--- config.mk ---
export PLATFORM = sky130hd
export DESIGN_NAME = multicycle_control_flat
export DESIGN_NICKNAME = d
export VERILOG_FILES = /design/src/rtl/multicycle_control_if.sv /design/src/rtl/multicycle_control.sv /design/src/flat_wrapper.sv
export SDC_FILE = /design/constraint.sdc
export NUM_CORES = 1
export LEC_CHECK = 0
export CORE_AREA = 2 2 88 90
export CTS_CLUSTER_DIAMETER = 100
export CTS_CLUSTER_SIZE = 24
export DETAILED_ROUTE_END_ITERATION = 7
export DIE_AREA = 0 0 90 92
export PLACE_DENSITY_LB_ADDON = 0.2
export SLEW_MARGIN = 30
export SYNTH_ARGS = -nofsm -noshare
export SYNTH_HDL_FRONTEND = slang
export SYNTH_SLANG_ARGS = --single-unit
--- constraint.sdc ---
create_clock -name clk -period 6.8 [get_ports clk]
set_clock_uncertainty 0.05 [all_clocks]
set_input_delay 2.04 -clock clk [delete_from_list [all_inputs] [get_ports clk]]
set_output_delay 2.04 -clock clk [all_outputs]
set_load 0.1 [all_outputs]
--- src/rtl/multicycle_control_if.sv ---
// multicycle_control_if: controller <-> datapath/memory signal bundle
//   master (controller) inputs : op_code, func (IR fields), mem_ready, br_cond, syscall_exit
//   master (controller) outputs: mem_req, mem_we, iord, ir_write, pc_write, pc_src, alu_src_a,
//                                alu_src_b, alu_op, signed_ext, reg_write, reg_dst, mem_to_reg,
//                                sys_pulse, halted, err, err_code, instr_cnt
//   slave is the datapath/memory view with directions reversed
interface multicycle_control_if #(
    parameter int CNT_W = 32
);
    logic [5:0]       op_code;
    logic [5:0]       func;
    logic             mem_ready;
    logic             br_cond;
    logic             syscall_exit;
    logic             mem_req;
    logic             mem_we;
    logic             iord;
    logic             ir_write;
    logic             pc_write;
    logic [1:0]       pc_src;
    logic             alu_src_a;
    logic [1:0]       alu_src_b;
    logic [3:0]       alu_op;
    logic             signed_ext;
    logic             reg_write;
    logic [1:0]       reg_dst;
    logic [1:0]       mem_to_reg;
    logic             sys_pulse;
    logic             halted;
    logic             err;
    logic [1:0]       err_code;
    logic [CNT_W-1:0] instr_cnt;

    modport master (
        input  op_code, func, mem_ready, br_cond, syscall_exit,
        output mem_req, mem_we, iord, ir_write, pc_write, pc_src, alu_src_a, alu_src_b,
               alu_op, signed_ext, reg_write, reg_dst, mem_to_reg, sys_pulse, halted,
               err, err_code, instr_cnt
    );

    modport slave (
        output op_code, func, mem_ready, br_cond, syscall_exit,
        input  mem_req, mem_we, iord, ir_write, pc_write, pc_src, alu_src_a, alu_src_b,
               alu_op, signed_ext, reg_write, reg_dst, mem_to_reg, sys_pulse, halted,
               err, err_code, instr_cnt
    );
endinterface

--- src/rtl/multicycle_control.sv ---
// multicycle_control: sequenced multi-cycle MIPS controller
//   clk   : rising-edge clock
//   rst_n : asynchronous active-low reset
//   bus   : multicycle_control_if.master (IR fields, memory handshake, datapath strobes,
//           halt/error status, retired-instruction counter)
module multicycle_control #(
    parameter int MEM_TIMEOUT  = 16,
    parameter int SYSCALL_HALT = 1,
    parameter int CNT_W        = 32
) (
    input logic                  clk,
    input logic                  rst_n,
    multicycle_control_if.master bus
);
    localparam int WW = (MEM_TIMEOUT > 1) ? $clog2(MEM_TIMEOUT) : 1;

    localparam logic [3:0] ALU_ADD = 4'd0, ALU_SUB = 4'd1, ALU_AND = 4'd2, ALU_OR = 4'd3,
                           ALU_SLT = 4'd4, ALU_SLTU = 4'd5, ALU_SLL = 4'd6, ALU_SRL = 4'd7,
                           ALU_SRA = 4'd8, ALU_NOR = 4'd9, ALU_LUI = 4'd10;

    typedef enum logic [3:0] {
        S_INIT, S_FETCH, S_DECODE, S_EXEC_R, S_EXEC_I, S_MEM_ADDR, S_MEM_RD,
        S_MEM_WR, S_WB_ALU, S_WB_MEM, S_BRANCH, S_JUMP, S_HALT, S_ERROR
    } state_t;

    state_t           r_state, w_next;
    logic [5:0]       r_op, r_func;
    logic [WW-1:0]    r_wait;
    logic [1:0]       r_err_code;
    logic [CNT_W-1:0] r_cnt;
    logic             w_wait_st, w_tmo;

    function automatic state_t f_route(input logic [5:0] op, input logic [5:0] fn);
        case (op)
            6'h00: return (fn inside {6'h20, 6'h21, 6'h22, 6'h24, 6'h25, 6'h27, 6'h2A, 6'h2B,
                                      6'h00, 6'h02, 6'h03, 6'h07, 6'h0C}) ? S_EXEC_R :
                          (fn == 6'h08) ? S_JUMP : S_ERROR;
            6'h08, 6'h09, 6'h0A, 6'h0C, 6'h0D, 6'h0F: return S_EXEC_I;
            6'h23, 6'h24, 6'h2B: return S_MEM_ADDR;
            6'h04, 6'h05, 6'h06: return S_BRANCH;
            6'h02, 6'h03: return S_JUMP;
            default: return S_ERROR;
        endcase
    endfunction

    function automatic logic [3:0] f_ralu(input logic [5:0] fn);
        case (fn)
            6'h22:        return ALU_SUB;
            6'h24:        return ALU_AND;
            6'h25:        return ALU_OR;
            6'h27:        return ALU_NOR;
            6'h2A:        return ALU_SLT;
            6'h2B:        return ALU_SLTU;
            6'h00:        return ALU_SLL;
            6'h02:        return ALU_SRL;
            6'h03, 6'h07: return ALU_SRA;
            default:      return ALU_ADD;
        endcase
    endfunction

    function automatic logic [3:0] f_ialu(input logic [5:0] op);
        case (op)
            6'h0A:   return ALU_SLT;
            6'h0C:   return ALU_AND;
            6'h0D:   return ALU_OR;
            6'h0F:   return ALU_LUI;
            default: return ALU_ADD;
        endcase
    endfunction

    assign w_wait_st = r_state inside {S_FETCH, S_MEM_RD, S_MEM_WR};
    // Fires on the last allowed wait cycle; a ready on that cycle still completes.
    assign w_tmo     = (MEM_TIMEOUT > 0) && !bus.mem_ready && (r_wait == WW'(MEM_TIMEOUT - 1));

    always_ff @(posedge clk or negedge rst_n) begin
        if (!rst_n) begin
            r_state    <= S_INIT;
            r_op       <= '0;
            r_func     <= '0;
            r_wait     <= '0;
            r_err_code <= '0;
            r_cnt      <= '0;
        end else begin
            r_state <= w_next;
            if (r_state == S_DECODE) begin
                r_op   <= bus.op_code;
                r_func <= bus.func;
            end
            if (w_next != r_state)
                r_wait <= '0;
            else if (w_wait_st && !bus.mem_ready)
                r_wait <= r_wait + 1'b1;
            if (w_next == S_FETCH && r_state != S_FETCH && r_state != S_INIT)
                r_cnt <= r_cnt + 1'b1;
            if (w_next == S_ERROR && r_state != S_ERROR)
                r_err_code <= (r_state == S_DECODE) ? 2'b10 : 2'b01;
        end
    end

    always_comb begin
        w_next         = r_state;
        bus.mem_req    = 1'b0;
        bus.mem_we     = 1'b0;
        bus.iord       = 1'b0;
        bus.ir_write   = 1'b0;
        bus.pc_write   = 1'b0;
        bus.pc_src     = 2'd0;
        bus.alu_src_a  = 1'b0;
        bus.alu_src_b  = 2'd0;
        bus.alu_op     = ALU_ADD;
        bus.signed_ext = 1'b0;
        bus.reg_write  = 1'b0;
        bus.reg_dst    = 2'd0;
        bus.mem_to_reg = 2'd0;
        bus.sys_pulse  = 1'b0;
        bus.halted     = r_state == S_HALT;
        bus.err        = r_state == S_ERROR;
        case (r_state)
            S_INIT: w_next = S_FETCH;
            S_FETCH: begin
                bus.mem_req   = 1'b1;
                bus.alu_src_b = 2'd1;
                bus.ir_write  = bus.mem_ready;
                bus.pc_write  = bus.mem_ready;
                w_next        = bus.mem_ready ? S_DECODE : w_tmo ? S_ERROR : S_FETCH;
            end
            S_DECODE: begin
                bus.alu_src_b  = 2'd3;
                bus.signed_ext = 1'b1;
                w_next         = f_route(bus.op_code, bus.func);
            end
            S_EXEC_R: begin
                bus.alu_src_a = 1'b1;
                bus.alu_op    = f_ralu(r_func);
                bus.sys_pulse = r_func == 6'h0C;
                w_next        = (r_func != 6'h0C) ? S_WB_ALU :
                                (SYSCALL_HALT != 0 && bus.syscall_exit) ? S_HALT : S_FETCH;
            end
            S_EXEC_I: begin
                bus.alu_src_a  = 1'b1;
                bus.alu_src_b  = 2'd2;
                bus.alu_op     = f_ialu(r_op);
                bus.signed_ext = !(r_op inside {6'h0C, 6'h0D, 6'h0F});
                w_next         = S_WB_ALU;
            end
            S_MEM_ADDR: begin
                bus.alu_src_a  = 1'b1;
                bus.alu_src_b  = 2'd2;
                bus.signed_ext = 1'b1;
                w_next         = (r_op == 6'h2B) ? S_MEM_WR : S_MEM_RD;
            end
            S_MEM_RD, S_MEM_WR: begin
                bus.mem_req = 1'b1;
                bus.iord    = 1'b1;
                bus.mem_we  = r_state == S_MEM_WR;
                w_next      = bus.mem_ready ? ((r_state == S_MEM_RD) ? S_WB_MEM : S_FETCH) :
                              w_tmo ? S_ERROR : r_state;
            end
            S_WB_ALU: begin
                bus.reg_write = 1'b1;
                bus.reg_dst   = (r_op == 6'h00) ? 2'd1 : 2'd0;
                w_next        = S_FETCH;
            end
            S_WB_MEM: begin
                bus.reg_write  = 1'b1;
                bus.mem_to_reg = (r_op == 6'h24) ? 2'd2 : 2'd1;
                w_next         = S_FETCH;
            end
            S_BRANCH: begin
                bus.alu_src_a = 1'b1;
                bus.alu_op    = ALU_SUB;
                bus.pc_write  = bus.br_cond;
                bus.pc_src    = 2'd1;
                w_next        = S_FETCH;
            end
            S_JUMP: begin
                bus.pc_write   = 1'b1;
                bus.pc_src     = (r_op == 6'h00) ? 2'd3 : 2'd2;
                bus.reg_write  = r_op == 6'h03;
                bus.reg_dst    = (r_op == 6'h03) ? 2'd2 : 2'd0;
                bus.mem_to_reg = (r_op == 6'h03) ? 2'd3 : 2'd0;
                w_next         = S_FETCH;
            end
            S_HALT, S_ERROR: w_next = r_state;
            default: w_next = S_INIT;
        endcase
    end

    assign bus.err_code  = r_err_code;
    assign bus.instr_cnt = r_cnt;
endmodule

--- src/flat_wrapper.sv ---
// flat-port wrapper written by rule: the top's interface ports become plain ports
module multicycle_control_flat 
#(
    parameter int MEM_TIMEOUT  = 16,
    parameter int SYSCALL_HALT = 1,
    parameter int CNT_W        = 32
)
  (clk, rst_n, bus_op_code, bus_func, bus_mem_ready, bus_br_cond, bus_syscall_exit, bus_mem_req, bus_mem_we, bus_iord, bus_ir_write, bus_pc_write, bus_pc_src, bus_alu_src_a, bus_alu_src_b, bus_alu_op, bus_signed_ext, bus_reg_write, bus_reg_dst, bus_mem_to_reg, bus_sys_pulse, bus_halted, bus_err, bus_err_code, bus_instr_cnt);
  multicycle_control_if #(.CNT_W(CNT_W)) bus_i ();
  input logic clk;
  input logic rst_n;
  input wire logic [$bits(bus_i.op_code)-1:0] bus_op_code;
  input wire logic [$bits(bus_i.func)-1:0] bus_func;
  input wire logic [$bits(bus_i.mem_ready)-1:0] bus_mem_ready;
  input wire logic [$bits(bus_i.br_cond)-1:0] bus_br_cond;
  input wire logic [$bits(bus_i.syscall_exit)-1:0] bus_syscall_exit;
  output wire logic [$bits(bus_i.mem_req)-1:0] bus_mem_req;
  output wire logic [$bits(bus_i.mem_we)-1:0] bus_mem_we;
  output wire logic [$bits(bus_i.iord)-1:0] bus_iord;
  output wire logic [$bits(bus_i.ir_write)-1:0] bus_ir_write;
  output wire logic [$bits(bus_i.pc_write)-1:0] bus_pc_write;
  output wire logic [$bits(bus_i.pc_src)-1:0] bus_pc_src;
  output wire logic [$bits(bus_i.alu_src_a)-1:0] bus_alu_src_a;
  output wire logic [$bits(bus_i.alu_src_b)-1:0] bus_alu_src_b;
  output wire logic [$bits(bus_i.alu_op)-1:0] bus_alu_op;
  output wire logic [$bits(bus_i.signed_ext)-1:0] bus_signed_ext;
  output wire logic [$bits(bus_i.reg_write)-1:0] bus_reg_write;
  output wire logic [$bits(bus_i.reg_dst)-1:0] bus_reg_dst;
  output wire logic [$bits(bus_i.mem_to_reg)-1:0] bus_mem_to_reg;
  output wire logic [$bits(bus_i.sys_pulse)-1:0] bus_sys_pulse;
  output wire logic [$bits(bus_i.halted)-1:0] bus_halted;
  output wire logic [$bits(bus_i.err)-1:0] bus_err;
  output wire logic [$bits(bus_i.err_code)-1:0] bus_err_code;
  output wire logic [$bits(bus_i.instr_cnt)-1:0] bus_instr_cnt;
  assign bus_i.op_code = bus_op_code;
  assign bus_i.func = bus_func;
  assign bus_i.mem_ready = bus_mem_ready;
  assign bus_i.br_cond = bus_br_cond;
  assign bus_i.syscall_exit = bus_syscall_exit;
  assign bus_mem_req = bus_i.mem_req;
  assign bus_mem_we = bus_i.mem_we;
  assign bus_iord = bus_i.iord;
  assign bus_ir_write = bus_i.ir_write;
  assign bus_pc_write = bus_i.pc_write;
  assign bus_pc_src = bus_i.pc_src;
  assign bus_alu_src_a = bus_i.alu_src_a;
  assign bus_alu_src_b = bus_i.alu_src_b;
  assign bus_alu_op = bus_i.alu_op;
  assign bus_signed_ext = bus_i.signed_ext;
  assign bus_reg_write = bus_i.reg_write;
  assign bus_reg_dst = bus_i.reg_dst;
  assign bus_mem_to_reg = bus_i.mem_to_reg;
  assign bus_sys_pulse = bus_i.sys_pulse;
  assign bus_halted = bus_i.halted;
  assign bus_err = bus_i.err;
  assign bus_err_code = bus_i.err_code;
  assign bus_instr_cnt = bus_i.instr_cnt;
  multicycle_control #(.MEM_TIMEOUT(MEM_TIMEOUT), .SYSCALL_HALT(SYSCALL_HALT), .CNT_W(CNT_W)) u_core (.clk(clk), .rst_n(rst_n), .bus(bus_i));
endmodule
; Word level (Yosys, flattened, before mapping)
; Cells that the tools add are included.
[totals]
regBits = 54
out_inout_bits = 57
in_bits = 17
elab_cells = 138
[op_classes]
n_addsub = 2
n_reduce_logical = 30
muxes = 36
n_eq_ne = 64
[ops]
columns = op, n
row1 = $eq A6 B6 Y1 const B, 19
row2 = $eq A6 B4 Y1 const B, 13
row3 = $eq A6 B2 Y1 const B, 7
row4 = $mux W4, 10
row5 = $pmux W4 S9, 1
row6 = $add A32 B1 Y32 const B, 1
row7 = $eq A4 B4 Y1 const B, 8
row8 = $pmux W4 S8, 1
row9 = $eq A6 B3 Y1 const B, 5
row10 = $logic_not A6 Y1, 4
row11 = $pmux W4 S5, 1
row12 = $eq A4 B3 Y1 const B, 4
row13 = $pmux W4 S4, 1
row14 = $reduce_or A2 Y1, 7
row15 = $reduce_bool A13 Y1, 1
row16 = $pmux W2 S2, 3
row17 = $pmux W4 S3, 1
row18 = $mux W1, 9
row19 = $reduce_or A3 Y1, 3
row20 = $eq A4 B1 Y1 const B, 2
row21 = $eq A4 B2 Y1 const B, 2
row22 = $mux W2, 4
row23 = $ne A6 B4 Y1 const B, 1
row24 = $pmux W2 S3, 1
row25 = 16 further kinds, 23

; Logic depth before layout (Yosys ltp)
[depth]
word_depth = 8
depth_mapped = 10
ltp_nobuf = 8

; Worst setup path after synthesis
; OpenSTA, ideal clock, no wires.
[synth_path]
path_kind = register to output
start = register u_core.r_state[3]
end = output bus_reg_dst[0]
required_time_ns = 4.710
n_path_buf = 2
arrival_ns = 4.059
slack_ns = 0.651
path_stages_with_launch = 5
cell_sequence = dfrtp_1 > buf_2 > buf_1 > nand4_1 > nor4b_1
[synth_between]
elab_chain_cells = 2
word_cells_on_any_way = 3
classes_between = 2 x eq/ne / 1 x mux
[synth_rtl]
columns = element, line
row1 = start: declaration, multicycle_control.sv:26  ; state_t r_state, w_next;
row2 = start signal: assignment, multicycle_control.sv:84  ; r_state <= w_next;
row3 = $eq A4 B4 Y1, multicycle_control.sv:118  ; case (r_state)
row4 = $pmux W2 S2 (*), multicycle_control.sv:118
row5 = end: declaration, flat_wrapper.sv:28  ; output wire logic [$bits(bus_i.reg_dst)-1:0] bus_reg_dst;
; Mark *: on every way between the ends. The rest lies on a longest branch, timed or not.

; Worst setup path in the final report
[layout_path]
start = input bus_mem_ready
end = output bus_pc_write
[layout_between]
elab_chain_cells = 1
[layout_rtl]
columns = element, line
row1 = start: declaration, flat_wrapper.sv:14  ; input wire logic [$bits(bus_i.mem_ready)-1:0] bus_mem_ready;
row2 = $pmux W1 S3, multicycle_control.sv:118
row3 = end: declaration, flat_wrapper.sv:21  ; output wire logic [$bits(bus_i.pc_write)-1:0] bus_pc_write;
; Every way passes these cells.

==> reports/results.txt <==
The logs give 0 for the post-CTS setup buffer count and 1.84 mW for the sum of internal, switching and leakage power. The most frequently used flop master after synthesis is dfrtp_1. For this run, the number of Yosys warnings is 0. The synthesis-stage register bit count is 54, and the arrival time at the worst endpoint is 3.36 ns. The final worst-path cycle share came out at 80.1%. The transition time at the pin with the least slew margin is 0.977 ns. The number of top-level pins was 74; the portion of the post-synthesis area used by sequential elements was 37.7%. The post-synthesis to final-layout area growth is 25.4%. Once layout is complete, the cells apart from fillers number 573.

The routed length per instance was 15.2 um. The startpoint identified for the worst register-to-register timing path is u_core.r_state[3]. STA classifies the critical path startpoint as an input port. The logs give 34.7% for the relative slew slack and 5 for the CTS buffer count. Detailed placement finished with a half-perimeter wire length of 6420 um.

The number of antenna diodes in the final layout is 0. The fraction of registers with async set or reset after synthesis was 100%; the proportion of netlist area held by the largest area contributor was 37.7%. At the placement stage, the worst setup path has a slack of 1.37 ns.

For this run, the post-layout net count is 489. The final worst setup slack was 1.35 ns; the post-synthesis cell type count was 63. The final weighted congestion of routability-driven global placement is 0.850.

TritonCTS built the clock tree. The worst hold path belongs to the class reg -> reg. Entering global routing, the biggest net connects 55 pins. The setup path with the least slack is of type in -> out. Most common cell after layout, fill and taps aside: nand2_1.

After floorplanning, the core was sized to cover 7450 sq um. Synthesis produced a netlist whose cell count is 408. The H-tree generated during clock tree synthesis spans 2 levels.

In this run the core area contains 32 standard-cell rows. The flow ran to the end, and the final reports show no timing, DRC or antenna violations. Across the run, the number of max-cap violations was 0. In this run switching power makes up 55.0% of total power. Ranked by total cell area, the synthesized netlist is headed by dfrtp_1 (38%), xor2_1 (7.6%), nand2_1 (7.4%), nor3_1 (3.2%), nor3_2 (2.5%). The launching instance or port of the critical path is bus_mem_ready.

The share of total power dissipated in the clock network is 14.2%. Setup total negative slack on the finished layout was measured at 0 ns. The analysis attributes to cell leakage a power of 1.95 nW. The total count of hold-check failures in the final report is 0, and the vias per cell is 5.70. Setup repair after global routing left no endpoint under its margin. For this block, the initial DRC count from the detailed router was 147.

The first global-routing pass estimated 15,100 um of wire. Derived from the worst setup path, the maximum achievable clock frequency is 184 MHz. Of the total power, registers draw 27.9%. The smallest clock period supported by the final layout is computed as 5.45 ns. The internal portion of the total power is 0.828 mW. In the layout the commonest cells are nand2_1 (71), clkdlybuf4s50_1 (70), dfrtp_1 (54), xor2_1 (31), nor3_1 (23). The via count of the first global-routing pass is 3,137, and the mean post-synth cell area is 8.80 sq um. The DRC violation count after routing is 0, and the count of hold-fix buffers inserted at cts is 0. In the global route stage, overall resource usage came out at 21.9%. The first TritonRoute pass finished after 5 iterations. The post-synthesis cell type with the largest combined area was dfrtp_1. Summed over all nets, the switching power comes to 1.01 mW.

Counting every net in the synthesized netlist gives 427. Final max-slew violation count: 0. The number of endpoints failing setup at the final stage is 0. For the required time of the critical path, the log shows 4.71 ns. The run gives 54 as the number of clock sinks seen by CTS. The worst setup path is captured at an output port.

The effective utilization at floorplan is 48.2%. The proportion of layout cells with a drive suffix above 1 works out to 8.92%. Summing over every cut layer, the via total after detailed routing is 3,264. The clock slew at the register clock pins of the worst setup and hold paths was 0.10 ns; the die span in x was 90 um. The wire length after detailed routing was 8710 um.

The height of the chip came out at 92 um. The logs give 0 for the antenna violation net count after detailed routing and 565 for the placed instance count. The total grt overflow is 0.

Yosys mapped a number of flops with a built-in enable equal to 0. In this run the worst path has a maximum fanout of 11. Combinational logic burns 58.0% of the power. The ratio of total power to cell area was 409 nW/um^2; the share of the core filled with cells was 60.4%. The number of buffers on the longest clock path came out at 2. IR analysis of the VDD net gives a maximum drop of 0.000175 V.

The clock reaches the later pin of the worst-skew pair after 0.31 ns. The root buffer selected by CTS is clkbuf_8. The initial antenna violation count is 0.

The floorplan step defined a die boundary enclosing 8280 sq um. For the number of gates resized after cts, the log shows 0. The worst hold path begins at u_core.bus.instr_cnt[31]. The mapped cell area was 3590 sq um; the number of buffers added on ports was 73.
[sequential cells by signal, summed over array words and instances (netlist names)]
register and cells:
u_core.bus.err_code 2, u_core.bus.instr_cnt 32, u_core.r_func 6, u_core.r_op 6, u_core.r_state 4, u_core.r_wait 4
[final timing paths]
| path | end | slack (ns) | cells after the start |
|---|---|---|---|
| hold / removal | u_core.bus.instr_cnt[31] | 0.44 | 1 |
| min in group asynchronous | u_core.bus.instr_cnt[16] | 1.80 | 2 |
| max in group asynchronous | u_core.bus.instr_cnt[30] | 4.44 | 2 |
| setup reg to reg | u_core.bus.instr_cnt[1] | 3.56 | 6 |
| hold reg to reg | u_core.bus.instr_cnt[31] | 0.44 | 1 |
| setup / recovery | bus_pc_write | 1.35 | 4 |
[per-stage QoR]
step / area [sq um] / hold WS [ns]
5_1_grt: 4500 / 0.448
6_report: 4500 / 0.435
3_5_place_dp: 4360 / 0.424
3_3_place_gp: 4360 / 0.410
2_1_floorplan: 3590 / 0.410
4_1_cts: 4500 / 0.440
[cell type report]
cell class	instances	area, sq um
tap	102	128
multi-input combinational	315	2070
clock buffer	6	82.6
timing repair buffer	76	743
fill	661	2950
inverter	18	67.6
sequential	54	1350
clock inverter	2	60.1
[cells by family (layout without fill, tap and decap cells)]
| group | after synthesis | after routing | share of synthesized area (%) |
|---|---|---|---|
| flops | 54 | 54 | 37.7 |
| xor+xnor | 38 | 38 | 9.27 |
| fa+ha+maj | 2 | 2 | 0.697 |
| compound gates | 55 | 55 | 11.4 |
| buf+inv | 39 | 102 | 4.71 |
| mux | 5 | 5 | 1.50 |
| simple gates | 215 | 215 | 34.7 |
[metal layers]
layer | part of all wire, % | GRT usage [%]
met4 | 1.8 | 6.41
met3 | 4.3 | 2.88
met1 | 44 | 29.0
met5 | 0 | 0
met2 | 49 | 37.6
[power by group through the flow]
stage | sequential, mW | combinational [mW] | clock, mW
global route | 0.532 | 1.14 | 0.281
finish | 0.513 | 1.07 | 0.261
CTS | 0.512 | 1.07 | 0.268
floorplan | 0.578 | 0.783 | 0
global placement | 0.514 | 1.05 | 0
detailed placement | 0.519 | 1.07 | 0
[synthesized netlist by cell type, drive strengths merged, types with 2 or more instances]
| master | instances |
|---|---|
| nor4 | 15 |
| xor2 | 31 |
| and4bb | 2 |
| xnor2 | 7 |
| nand2b | 6 |
| ha | 2 |
| or3 | 6 |
| nor3 | 33 |
| mux2i | 2 |
| nand2 | 71 |
| mux2 | 3 |
| o31ai | 2 |
| clkbuf | 10 |
| a31oi | 6 |
| and4 | 3 |
| a21boi | 3 |
| o21bai | 2 |
| and2 | 2 |
| and3 | 9 |
| nor4b | 6 |
| o21ai | 14 |
| o311a | 2 |
| buf | 11 |
| nand4 | 12 |
| a2111oi | 3 |
| inv | 17 |
| a21oi | 9 |
| nor4bb | 2 |
| dfrtp | 54 |
| nand4b | 2 |
| nor2 | 16 |
| nor2b | 8 |
| nor3b | 2 |
| nand3 | 17 |
[critical path, stage by stage]
cell	delay (ns)
clkdlybuf4s50_1	0.65
and3_1	0.25
o21bai_1	0.11
buf_4	0.31
Power figures use the tool's default switching activity.
